==> src/rtl/branch_pkg.sv <==
// Shared types for the branch flag unit: ARM condition codes, branch kinds,
// the NZCV flag record and the hazard FSM states.
package branch_pkg;

  typedef enum logic [3:0] {
    EQ = 4'h0, NE = 4'h1, HS = 4'h2, LO = 4'h3,
    MI = 4'h4, PL = 4'h5, VS = 4'h6, VC = 4'h7,
    HI = 4'h8, LS = 4'h9, GE = 4'hA, LT = 4'hB,
    GT = 4'hC, LE = 4'hD, AL = 4'hE, NV = 4'hF
  } cond_e;

  typedef enum logic [1:0] {
    B_COND   = 2'b00,
    CBZ      = 2'b01,
    CBNZ     = 2'b10,
    B_UNCOND = 2'b11
  } br_type_e;

  typedef struct packed {
    logic n;
    logic z;
    logic c;
    logic v;
  } nzcv_t;

  typedef enum logic {
    IDLE = 1'b0,
    HOLD = 1'b1
  } fsm_e;

endpackage

==> src/rtl/cond_eval.sv <==
// Combinational ARM condition-code evaluator: (NZCV, cond) -> taken.
module cond_eval
  import branch_pkg::*;
(
  input  nzcv_t flags,
  input  cond_e cond,
  output logic  taken
);

  always_comb begin
    // NOTE: every combinational output gets a default first so no latch is inferred.
    taken = 1'b1;
    case (cond)
      EQ: taken = flags.z;
      NE: taken = !flags.z;
      HS: taken = flags.c;
      LO: taken = !flags.c;
      MI: taken = flags.n;
      PL: taken = !flags.n;
      VS: taken = flags.v;
      VC: taken = !flags.v;
      HI: taken = flags.c && !flags.z;
      LS: taken = !flags.c || flags.z;
      GE: taken = (flags.n == flags.v);
      LT: taken = (flags.n != flags.v);
      GT: taken = !flags.z && (flags.n == flags.v);
      LE: taken = flags.z || (flags.n != flags.v);
      default: taken = 1'b1; // AL and NV both resolve taken
    endcase
  end

endmodule

==> src/rtl/branch_flag_unit.sv <==
// Latches ALU NZCV flags and resolves B.cond/CBZ/CBNZ/B into a registered taken/done pulse.
// Define BRANCH_FLAG_FWD_EN to forward EX flags to B.cond instead of stalling in HOLD.
module branch_flag_unit
  import branch_pkg::*;
#(
  parameter int DATA_W = 64
) (
  input  logic              clk,
  input  logic              reset,
  input  logic              ex_valid,
  input  logic              set_flags,
  input  logic              alu_negative,
  input  logic              alu_zero,
  input  logic              alu_overflow,
  input  logic              alu_carry_out,
  input  logic              pipe_stall,
  input  logic              br_valid,
  input  logic [1:0]        br_type,
  input  logic [3:0]        br_cond,
  input  logic [DATA_W-1:0] br_reg,
  output logic [3:0]        flags_q,
  output logic              br_done,
  output logic              br_taken,
  output logic              busy
);

  nzcv_t             nzcv_q, nzcv_d;
  fsm_e              state_q, state_d;
  br_type_e          hold_type_q, hold_type_d;
  cond_e             hold_cond_q, hold_cond_d;
  logic [DATA_W-1:0] hold_reg_q, hold_reg_d;
  logic              br_done_q, br_done_d;
  logic              br_taken_q, br_taken_d;

  nzcv_t             alu_flags;
  logic              flag_gen;
  logic              hazard;
  nzcv_t             idle_flags;

  br_type_e          ev_type;
  cond_e             ev_cond;
  logic [DATA_W-1:0] ev_reg;
  nzcv_t             ev_flags;
  logic              cond_taken;
  logic              decision;

  assign alu_flags = '{n: alu_negative, z: alu_zero, c: alu_carry_out, v: alu_overflow};
  assign flag_gen  = ex_valid && set_flags;

`ifdef BRANCH_FLAG_FWD_EN
  assign hazard     = 1'b0;
  assign idle_flags = flag_gen ? alu_flags : nzcv_q;
  assign busy       = 1'b0;
`else
  assign hazard     = (br_type_e'(br_type) == B_COND) && flag_gen;
  assign idle_flags = nzcv_q;
  assign busy       = (state_q == HOLD);
`endif

  // In HOLD the latched request is resolved against the already-updated flag register.
  always_comb begin
    if (state_q == HOLD) begin
      ev_type  = hold_type_q;
      ev_cond  = hold_cond_q;
      ev_reg   = hold_reg_q;
      ev_flags = nzcv_q;
    end else begin
      ev_type  = br_type_e'(br_type);
      ev_cond  = cond_e'(br_cond);
      ev_reg   = br_reg;
      ev_flags = idle_flags;
    end
  end

  cond_eval u_cond_eval (
    .flags (ev_flags),
    .cond  (ev_cond),
    .taken (cond_taken)
  );

  always_comb begin
    decision = 1'b1;
    case (ev_type)
      B_COND:  decision = cond_taken;
      CBZ:     decision = (ev_reg == '0);
      CBNZ:    decision = (ev_reg != '0);
      default: decision = 1'b1;
    endcase
  end

  always_comb begin
    nzcv_d      = nzcv_q;
    state_d     = state_q;
    hold_type_d = hold_type_q;
    hold_cond_d = hold_cond_q;
    hold_reg_d  = hold_reg_q;
    br_done_d   = 1'b0;
    br_taken_d  = br_taken_q;

    if (flag_gen && !pipe_stall) nzcv_d = alu_flags;

    case (state_q)
      IDLE: begin
        if (br_valid && !pipe_stall) begin
          if (hazard) begin
            hold_type_d = br_type_e'(br_type);
            hold_cond_d = cond_e'(br_cond);
            hold_reg_d  = br_reg;
            state_d     = HOLD;
          end else begin
            br_done_d  = 1'b1;
            br_taken_d = decision;
          end
        end
      end
      HOLD: begin
        if (!pipe_stall) begin
          br_done_d  = 1'b1;
          br_taken_d = decision;
          state_d    = IDLE;
        end
      end
      default: state_d = IDLE;
    endcase
  end

  // NOTE: sequential state uses non-blocking assignments so all flops update together.
  always_ff @(posedge clk) begin
    if (reset) begin
      nzcv_q     <= '0;
      state_q    <= IDLE;
      br_done_q  <= 1'b0;
      br_taken_q <= 1'b0;
    end else begin
      nzcv_q     <= nzcv_d;
      state_q    <= state_d;
      br_done_q  <= br_done_d;
      br_taken_q <= br_taken_d;
    end
  end

  // NOTE: the request latch is not reset; it is only read in HOLD, which always follows a load.
  always_ff @(posedge clk) begin
    hold_type_q <= hold_type_d;
    hold_cond_q <= hold_cond_d;
    hold_reg_q  <= hold_reg_d;
  end

  assign flags_q  = nzcv_q;
  assign br_done  = br_done_q;
  assign br_taken = br_taken_q;

endmodule

==> config.mk <==
export PLATFORM = sky130hd
export DESIGN_NAME = branch_flag_unit
export DESIGN_NICKNAME = d
export VERILOG_FILES = /design/src/rtl/branch_pkg.sv /design/src/rtl/cond_eval.sv /design/src/rtl/branch_flag_unit.sv
export SDC_FILE = /design/constraint.sdc
export NUM_CORES = 1
export LEC_CHECK = 0
export ABC_CLOCK_PERIOD_IN_PS = 10200
export CORE_UTILIZATION = 42
export DETAILED_ROUTE_END_ITERATION = 8
export GPL_ROUTABILITY_DRIVEN = 0
export HOLD_SLACK_MARGIN = 0.05
export PLACE_DENSITY_LB_ADDON = 0.12
export SETUP_SLACK_MARGIN = 0.15
export SYNTH_ARGS = -nofsm -noshare
export SYNTH_HDL_FRONTEND = slang
export SYNTH_SLANG_ARGS = --single-unit
==> constraint.sdc <==
create_clock -name clk -period 10.2 [get_ports clk]
set_clock_uncertainty 0.1 [all_clocks]
set_input_delay 2.04 -clock clk [delete_from_list [all_inputs] [get_ports clk]]
set_output_delay 2.04 -clock clk [all_outputs]
set_load 0.03 [all_outputs]
# == Yosys cells after proc, flatten, opt, wreduce, memory -nomap -nowiden ==
# Cells that the tools add are included.
# totals
input_bits,80
word_cells,68
ff_bits,77
output_inout_bits,7
# op_classes
n_eq_ne,20
n_bitwise,1
mux,17
n_reduce_logical,20
# ops
cell,count
zero test 64 bit,1
two-way mux 64 bit,1
nonzero test 64 bit,1
"equality test 4 bit, second input constant",6
"equality test 4 x 3 -> 1 bit, second input constant",4
case mux 1 bit (14 select lines),1
two-way mux 1 bit,9
"equality test 4 x 2 -> 1 bit, second input constant",2
logical AND 1 bit,6
"!= test 2 bit, second input constant",3
case mux 1 bit (2 select lines),3
AND reduction 3 bit,2
zero test 1 bit,5
"equality test 4 x 1 -> 1 bit, second input constant",1
zero test 2 bit,2
zero test 4 bit,1
two-way mux 4 bit,1
case mux 1 bit (3 select lines),1
"equality test 2 x 1 -> 1 bit, second input constant",1
"equality test 2 bit, second input constant",1
logical OR 1 bit,2
two-way mux 2 bit,1
equality test 1 bit,1
!= test 1 bit,1
NOT 1 bit,1

# == Depth between registers and ports, before layout ==
# Gate-level depths: netlist of the first run.
# logic_depth
word_depth,7
mapped_depth,8
mapped_depth_nobuf,6

# == Hierarchy ==
# A second synthesis of the first run with hierarchy kept.
# unflattened
hier_cells,182
area_unflattened_um2,2940.3
# by_module_without_submodules
module,cells_per_inst,area_per_inst_um2,n_inst,seq_area_each_um2
branch_flag_unit,159,2775.2,1,2242.2
cond_eval,23,165.2,1,0.0

# == Worst setup path before layout of the first run ==
# Ideal clock, no wire load.
# synth_timing
path_kind,input port to flip-flop
startpoint,input ex_valid
endpoint,"register hold_cond_q[0], enable pin"
n_path_buf,1
required_ns,9.423
path_slack_ns,0.142
arrival_ns,9.281
path_stages,4
setup_time_ns,0.677
path_cell_list,nand2_1 > or2_2 > clkbuf_1 > nor4_1
# synth_between
elab_chain_len,3
# synth_rtl
item,line,rtl
"start, declared",branch_flag_unit.sv:10,"input logic ex_valid,"
logical AND 1 bit,branch_flag_unit.sv:48,assign flag_gen = ex_valid && set_flags;
logical AND 1 bit,branch_flag_unit.sv:55,assign hazard = (br_type_e'(br_type) == B_COND) && flag_gen;
AND reduction 3 bit (no line),n/a,
"end signal, assigned",branch_flag_unit.sv:145,hold_cond_q <= hold_cond_d;
"end, declared",branch_flag_unit.sv:30,"cond_e hold_cond_q, hold_cond_d;"
# Every way passes these cells.
# A chain may end at the register's enable or synchronous reset.

# == Worst setup path in the final report of the first run ==
# layout_timing
startpoint,"register state_q, in the netlist busy"
endpoint,output busy
# layout_lines
item,line,rtl
"start, declared",branch_flag_unit.sv:28,"fsm_e state_q, state_d;"
"start signal, assigned",branch_flag_unit.sv:136,state_q <= state_d;
"end, declared",branch_flag_unit.sv:24,output logic busy
# No word-level cell between the ends.

==> flow_summary.rst, run 1 <==
.. list-table::
   :header-rows: 1

   * - Metric
     - Value
   * - Worst setup margin
     - roughly 6.0 ns
   * - Unrepaired setup endpoints after global routing
     - no
   * - Yosys Warn Count
     - 0
   * - Clock tree from TritonCTS
     - built
   * - Estimated wirelength of the detail-placed design
     - ~4000 um
   * - Wirelength per Cell
     - about 15 um
   * - Global-route wire length before repair
     - 8610 um
   * - Via count
     - roughly 1900
   * - Reg clk slew, reported paths
     - 0.08 ns
   * - Sequential share of the synthesized area
     - 0.771
   * - Min-Delay Startpoint
     - flags_q[3]$_SDFFE_PP0P_
   * - Setup TNS
     - 0 ns
   * - Filler Cell Count
     - ~530
   * - Post-synth cell types
     - 30
   * - Required time at the endpoint of the critical path
     - approximately 8.1 ns
   * - Tightest Pin Transition
     - around 0.9 ns
   * - Area share of the leading cell type in the synthesized netlist
     - 0.723
   * - Grt ovf
     - 0
   * - Height of the die
     - about 85 um
   * - Kind of launch point of the worst setup path
     - register
   * - Worst min-delay path category
     - register to register
   * - Floorplan core area
     - ~0.0065 sq mm
   * - Post-CTS Repair Setup Buffers
     - 0
   * - Relative area change from synthesis to final layout
     - 39.5%
   * - Final Critical Period
     - 4.17 ns
   * - Initial cell density of the core
     - 0.445
   * - Largest buffer count on any clock path
     - 2
   * - Data arrival, critical path
     - about 2.0 ns
   * - Count of final setup violators
     - 0
   * - Worst path cell trace
     - clkdlybuf4s50_1
   * - Detailed-route vias per instance
     - 5.23
   * - Overall Power
     - roughly 0.62 mW
   * - Post-Synthesis Mean Instance Area
     - roughly 16 sq um
   * - Overall routed net length
     - 5460 um
   * - Count of placed standard cells in the final layout, fillers left out
     - 355
   * - Input/output buffers
     - 86
   * - Total Nets Final
     - 353
   * - Number of clock buffers inserted by TritonCTS
     - 9
   * - Number of max-slew violations in the final report
     - 0
   * - Cell taking the most area after synthesis
     - edfxtp_1
   * - Cell family with most CP delay
     - flip-flops
   * - Critical path class
     - register to output port
   * - Clock sink count
     - 77
   * - Worst hold-check slack
     - between 0.4 and 0.5 ns
   * - Vias in the first global route
     - around 1900
   * - Count of TritonRoute iterations in the first routing pass
     - 4
   * - Leakage power figure
     - approximately 1.3 nW
   * - Register bit count reported by yosys
     - 77
   * - Worst-case headroom to the max-slew limit
     - 0.412
   * - Final Hold Fails
     - 0
   * - Status
     - completed
   * - Highest attainable clock frequency
     - between 200 and 250 MHz
   * - H-tree depth
     - 3
   * - Pin count of the biggest net entering global routing
     - 72
   * - Clock latency of the later-clocked register in the worst-skew pair
     - about 0.33 ns
   * - DIE WIDTH
     - about 85 um
   * - First DRT Iteration DRCs
     - 100
   * - Number of nets in the synthesized netlist
     - about 260
   * - Worst reg2reg path startpoint
     - busy$_SDFF_PP0_
   * - Cell area after synthesis
     - 0.00291 sq mm
   * - Remaining number of nets flagged by the antenna check after routing
     - 0
   * - Inserted Diodes
     - 0
   * - Count of maximum capacitance violations
     - 0
   * - Crit-path max FO
     - 19
   * - Gates resized, CTS repair
     - 0
   * - Post-placement worst setup slack
     - slightly below 6 ns
   * - Total GRT Usage
     - 0.157
   * - Number of placed instances with taps included
     - 339
   * - Die area
     - a little over 0.007 sq mm
   * - Number of buffers and inverters on the critical path
     - 1
   * - Number of placement rows
     - 29
   * - Maximum vdd ir drop
     - slightly below 0.1 mV
   * - Pwr per Cell Area
     - 153 mW/mm^2
   * - CP startpoint
     - busy$_SDFF_PP0_
   * - Post-route fraction of the period consumed by the critical path
     - 0.409
   * - Clock Root Buffer
     - clkbuf_8
   * - Number of ports placed on the die boundary
     - 87
   * - Slowest cell on crit path
     - dfxtp_1
   * - Synth top area cells
     - edfxtp_1 72%, nor4_1 5.8%, dfxtp_1 4.8%, mux2i_1 3.8%, nand4_1 1.7%
   * - Critical Path End Type
     - output port
   * - Hold-fix buffers at CTS
     - 0
   * - Fraction of final layout cells sized beyond drive strength 1
     - 0.0827
   * - Post-detailed-route DRC marker count
     - 0
   * - Antenna violations before repair
     - 0
   * - Gate Count Post-Synth
     - between 150 and 200
   * - Crit path largest cell delay
     - just under 0.9 ns
## tightest hold or removal path, stage by stage (launching register included)
cell and delay [ns]:
dfxtp_1 0.35, mux2i_1 0.14, nor2_1 0.05
## sequential cells by signal, indices dropped and copies added, names as in the netlist
signal and flops:
br_done 1, busy 1, br_taken 1, hold_type_q 2, hold_cond_q 4, hold_reg_q 64, flags_q 4
## cells in the mapped netlist, drive strengths merged
master   number
edfxtp       70
nor4         27
mux2i        11
nor2         11
nand4         8
dfxtp         7
nand2         6
a21oi         4
nor3          4
or3           4
o22ai         3
or2           3
buf           2
inv           2
nor4b         2
o21ai         2
xnor2         2
a32oi         1
clkbuf        1
mux4          1
nand2b        1
nand3         1
nor2b         1
o2111ai       1
o21bai        1
or4           1
xor2          1
## placed cells by master, fill, tap and decap left out, drive strengths merged
cell type      synthesis  routed
or2                    3       3
mux2i                 11      11
o2111ai                1       1
o22ai                  3       3
dfxtp                  7       7
nor4b                  2       2
clkinv                 0       4
nand4                  8       8
or3                    4       4
mux4                   1       1
xnor2                  2       2
bufinv                 0       1
nor2                  11      11
nor2b                  1       1
xor2                   1       1
nand3                  1       1
nor4                  27      27
inv                    2       2
o21ai                  2       2
nand2b                 1       1
clkbuf                 1      10
or4                    1       1
buf                    2       1
clkinvlp               0       1
nand2                  6       6
nor3                   4       4
a21oi                  4       4
o21bai                 1       1
a32oi                  1       1
edfxtp                70      70
clkdlybuf4s50          0      86
## path summary, 6_finish.rpt
path         slack [ns]  depth (start not counted)                       to
max                6.03                          1                     busy
min                0.48                          2  flags_q[3]$_SDFFE_PP0P_
max reg2reg        7.72                          6    br_taken$_SDFFE_PP0P_
min reg2reg        0.48                          2  flags_q[3]$_SDFFE_PP0P_
## power breakdown
group          internal, mW  leakage, nW  switching, mW  total, mW
Clock                 0.113       0.0939          0.105      0.217
Combinational        0.0339        0.501         0.0178     0.0517
Sequential            0.348        0.688        0.00197      0.350
Total                 0.495         1.28          0.124      0.619
## area by class of cell
cell class / count / area, sq um / share of cell area
sequential: 77 / 2240 / 0.553
timing repair buffer: 87 / 868 / 0.214
multi-input combinational: 96 / 651 / 0.160
clock buffer: 10 / 128 / 0.0315
tap: 77 / 96.3 / 0.0238
clock inverter: 6 / 63.8 / 0.0157
inverter: 2 / 7.51 / 0.00185
## cells by family (layout without fill, tap and decap cells)
logic type | Yosys count | count (layout) | synth area share
AND/OR/NAND/NOR | 69 | 69 | 0.137
AO/OA/AOI/OAI | 12 | 12 | 0.0267
multiplexers | 12 | 12 | 0.0456
XOR/XNOR | 3 | 3 | 0.00904
buffers and inverters | 5 | 105 | 0.0103
flip-flops | 77 | 77 | 0.771
## layer usage
layer | track usage | up-vias | wire length (um)
li1 | - | 917 | -
met1 | 0.191 | 886 | 2340
met2 | 0.262 | 49 | 2780
met3 | 0.0661 | 4 | 313
met4 | 0.0324 | 0 | 34
met5 | 0 | - | 0
## per-stage QoR
| step | util | cell area [sq um] |
|---|---|---|
| after floorplan | - | 2910 |
| after global placement | 0.592 | 3860 |
| after detailed placement | 0.592 | 3860 |
| after CTS | 0.621 | 4060 |
| after global routing | 0.621 | 4060 |
| final | 0.621 | 4060 |
Note: power is estimated with default switching activity, not from simulation.
==> inputs of run 2 (changes only) <==
--- a/config.mk
+++ b/config.mk
@@ -5,7 +5,7 @@
 export SDC_FILE = /design/constraint.sdc
 export NUM_CORES = 1
 export LEC_CHECK = 0
-export ABC_CLOCK_PERIOD_IN_PS = 10200
+export ABC_CLOCK_PERIOD_IN_PS = 3800
 export CORE_UTILIZATION = 42
 export DETAILED_ROUTE_END_ITERATION = 8
 export GPL_ROUTABILITY_DRIVEN = 0
==> constraint.sdc (replaced) <==
create_clock -name clk -period 3.8 [get_ports clk]
set_clock_uncertainty 0.1 [all_clocks]
set_input_delay 0.76 -clock clk [delete_from_list [all_inputs] [get_ports clk]]
set_output_delay 0.76 -clock clk [all_outputs]
set_load 0.03 [all_outputs]
==> flow_summary.rst, run 2 (same netlist as run 1, synthesis figures left out) <==
.. list-table::
   :header-rows: 1

   * - Metric
     - Value
   * - Count of final setup violators
     - 0
   * - Count of maximum capacitance violations
     - 0
   * - Antenna violations before repair
     - 0
   * - Clock sink count
     - 77
   * - Vias in the first global route
     - just under 2000
   * - Fraction of final layout cells sized beyond drive strength 1
     - 0.0899
   * - Highest attainable clock frequency
     - between 300 and 400 MHz
   * - Number of clock buffers inserted by TritonCTS
     - 9
   * - Post-detailed-route DRC marker count
     - 0
   * - Overall routed net length
     - between 5000 and 6000 um
   * - H-tree depth
     - 3
   * - Die area
     - 0.00726 sq mm
   * - Worst-case headroom to the max-slew limit
     - 0.437
   * - Critical path class
     - register to output port
   * - Total GRT Usage
     - 0.165
   * - First DRT Iteration DRCs
     - 43
   * - Crit-path max FO
     - 19
   * - Hold-fix buffers at CTS
     - 0
   * - Data arrival, critical path
     - approximately 2.0 ns
   * - Setup TNS
     - 0 ns
   * - Estimated wirelength of the detail-placed design
     - ~4000 um
   * - Register with the most flip-flops
     - hold_reg_q
   * - Initial cell density of the core
     - 0.445
   * - R2r worst-path depth
     - 6
   * - Post-route design area
     - 0.00409 sq mm
   * - Leakage power figure
     - around 1.3 nW
   * - Highest-count cells in the layout ignoring fill and taps
     - 86 x clkdlybuf4s50_1, 70 x edfxtp_1, 26 x nor4_1
   * - Clock latency of the later-clocked register in the worst-skew pair
     - between 0.3 and 0.4 ns
   * - Status
     - completed
   * - Final core utilization
     - 0.625
   * - Max reg flops
     - 64
   * - Post-CTS Repair Setup Buffers
     - 0
   * - Overall Power
     - ~1.7 mW
   * - Worst Hold End
     - flags_q[1]$_SDFFE_PP0P_
   * - Worst path cell trace
     - clkdlybuf4s50_1
   * - Area used by multi-input combinational logic
     - between 600 and 700 sq um
   * - Most common library cell in the layout ignoring fill and taps
     - clkdlybuf4s50_1
   * - Largest buffer count on any clock path
     - 2
   * - Maximum vdd ir drop
     - 0.255 mV
   * - Worst setup margin
     - ~0.92 ns
   * - Floorplan core area
     - between 0.006 and 0.007 sq mm
   * - Crit path largest cell delay
     - slightly below 0.9 ns
   * - Met3 usage
     - 0.0399
   * - Final Critical Period
     - just under 3 ns
   * - Relative area change from synthesis to final layout
     - 40.5%
   * - Post-route fraction of the period consumed by the critical path
     - 0.759
   * - Detailed-route vias per instance
     - approximately 5.3
   * - Pin count of the biggest net entering global routing
     - between 70 and 80
   * - Busiest layer in global routing
     - met2
   * - Via count
     - roughly 1900
   * - Tightest Pin Transition
     - 0.843 ns
   * - Post-placement worst setup slack
     - 1.14 ns
   * - Required time at the endpoint of the critical path
     - between 2 and 3 ns
   * - Worst reg2reg path startpoint
     - busy$_SDFF_PP0_
   * - Pwr per Cell Area
     - approximately 400 mW/mm^2
   * - Filler Cell Count
     - 505
   * - Reg clk slew, reported paths
     - 0.08 ns
   * - Global routing usage on met1
     - 0.205
   * - DIE WIDTH
     - around 85 um
   * - Kind of launch point of the worst setup path
     - register
   * - Slowest cell on crit path
     - dfxtp_1
   * - Height of the die
     - around 85 um
   * - Gates resized, CTS repair
     - 0
   * - Input/output buffers
     - 86
   * - Number of max-slew violations in the final report
     - 0
   * - Worst r2r dst
     - br_taken$_SDFFE_PP0P_
   * - Worst min-delay path category
     - register to register
   * - Wirelength per Cell
     - between 15 and 20 um
   * - Number of placed instances with taps included
     - ~340
   * - Clock Root Buffer
     - clkbuf_8
   * - Critical Path End Type
     - output port
   * - Number of placement rows
     - 29
   * - Worst R2R Setup Slack
     - ~1.4 ns
   * - Count of placed standard cells in the final layout, fillers left out
     - approximately 360
   * - Grt ovf
     - 0
   * - Met2 global-route usage
     - 0.269
   * - Post-placement cell area
     - slightly below 0.004 sq mm
   * - Number of buffers and inverters on the critical path
     - 1
   * - Count of TritonRoute iterations in the first routing pass
     - 4
   * - Number of ports placed on the die boundary
     - slightly below 90
   * - Global-route wire length before repair
     - approximately 9000 um
   * - Worst hold-check slack
     - ~0.46 ns
   * - Min-Delay Startpoint
     - flags_q[1]$_SDFFE_PP0P_
   * - Remaining number of nets flagged by the antenna check after routing
     - 0
   * - Count of cells along the worst hold path
     - 2
   * - Clock tree from TritonCTS
     - built
   * - Total Nets Final
     - between 300 and 400
   * - Sequential standard cell area
     - 0.00224 sq mm
   * - Cell family with most CP delay
     - flip-flops
   * - Inserted Diodes
     - 0
   * - Final Hold Fails
     - 0
   * - Unrepaired setup endpoints after global routing
     - no
run 2: worst max path at each step:
stage | start | to | slack (ns) | cells past startpoint
finish | busy$_SDFF_PP0_ | busy | 0.92 | 1
global route | busy$_SDFF_PP0_ | busy | 0.78 | 1
CTS | busy$_SDFF_PP0_ | busy | 0.87 | 1
detailed placement | br_cond[2] | br_taken$_SDFFE_PP0P_ | 1.14 | 7
global placement | br_type[1] | hold_reg_q[31]$_DFFE_PP_ | 1.16 | 4
floorplan | ex_valid | hold_cond_q[0]$_DFFE_PP_ | -0.15 | 4
run 2: cell type report:
type | count | share of cell area
Sequential cell | 77 | 0.549
Timing Repair Buffer | 87 | 0.216
Multi-Input combinational cell | 96 | 0.162
Clock buffer | 9 | 0.0303
Tap cell | 77 | 0.0236
Clock inverter | 7 | 0.0181
Inverter | 2 | 0.00184
run 2: layer usage:
layer,share of wire,vias to the layer above,wire length [um]
met4,0.013,0,73
met5,0,-,0
met3,0.049,7,270
met1,0.46,895,2510
li1,-,935,-
met2,0.48,53,2610
run 2: where the power goes:
group / leakage, nW / internal, mW / switching (mW)
Sequential: 0.688 / 0.934 / 0.00529
Clock: 0.101 / 0.306 / 0.297
Combinational: 0.510 / 0.0918 / 0.0479
Total: 1.30 / 1.33 / 0.350
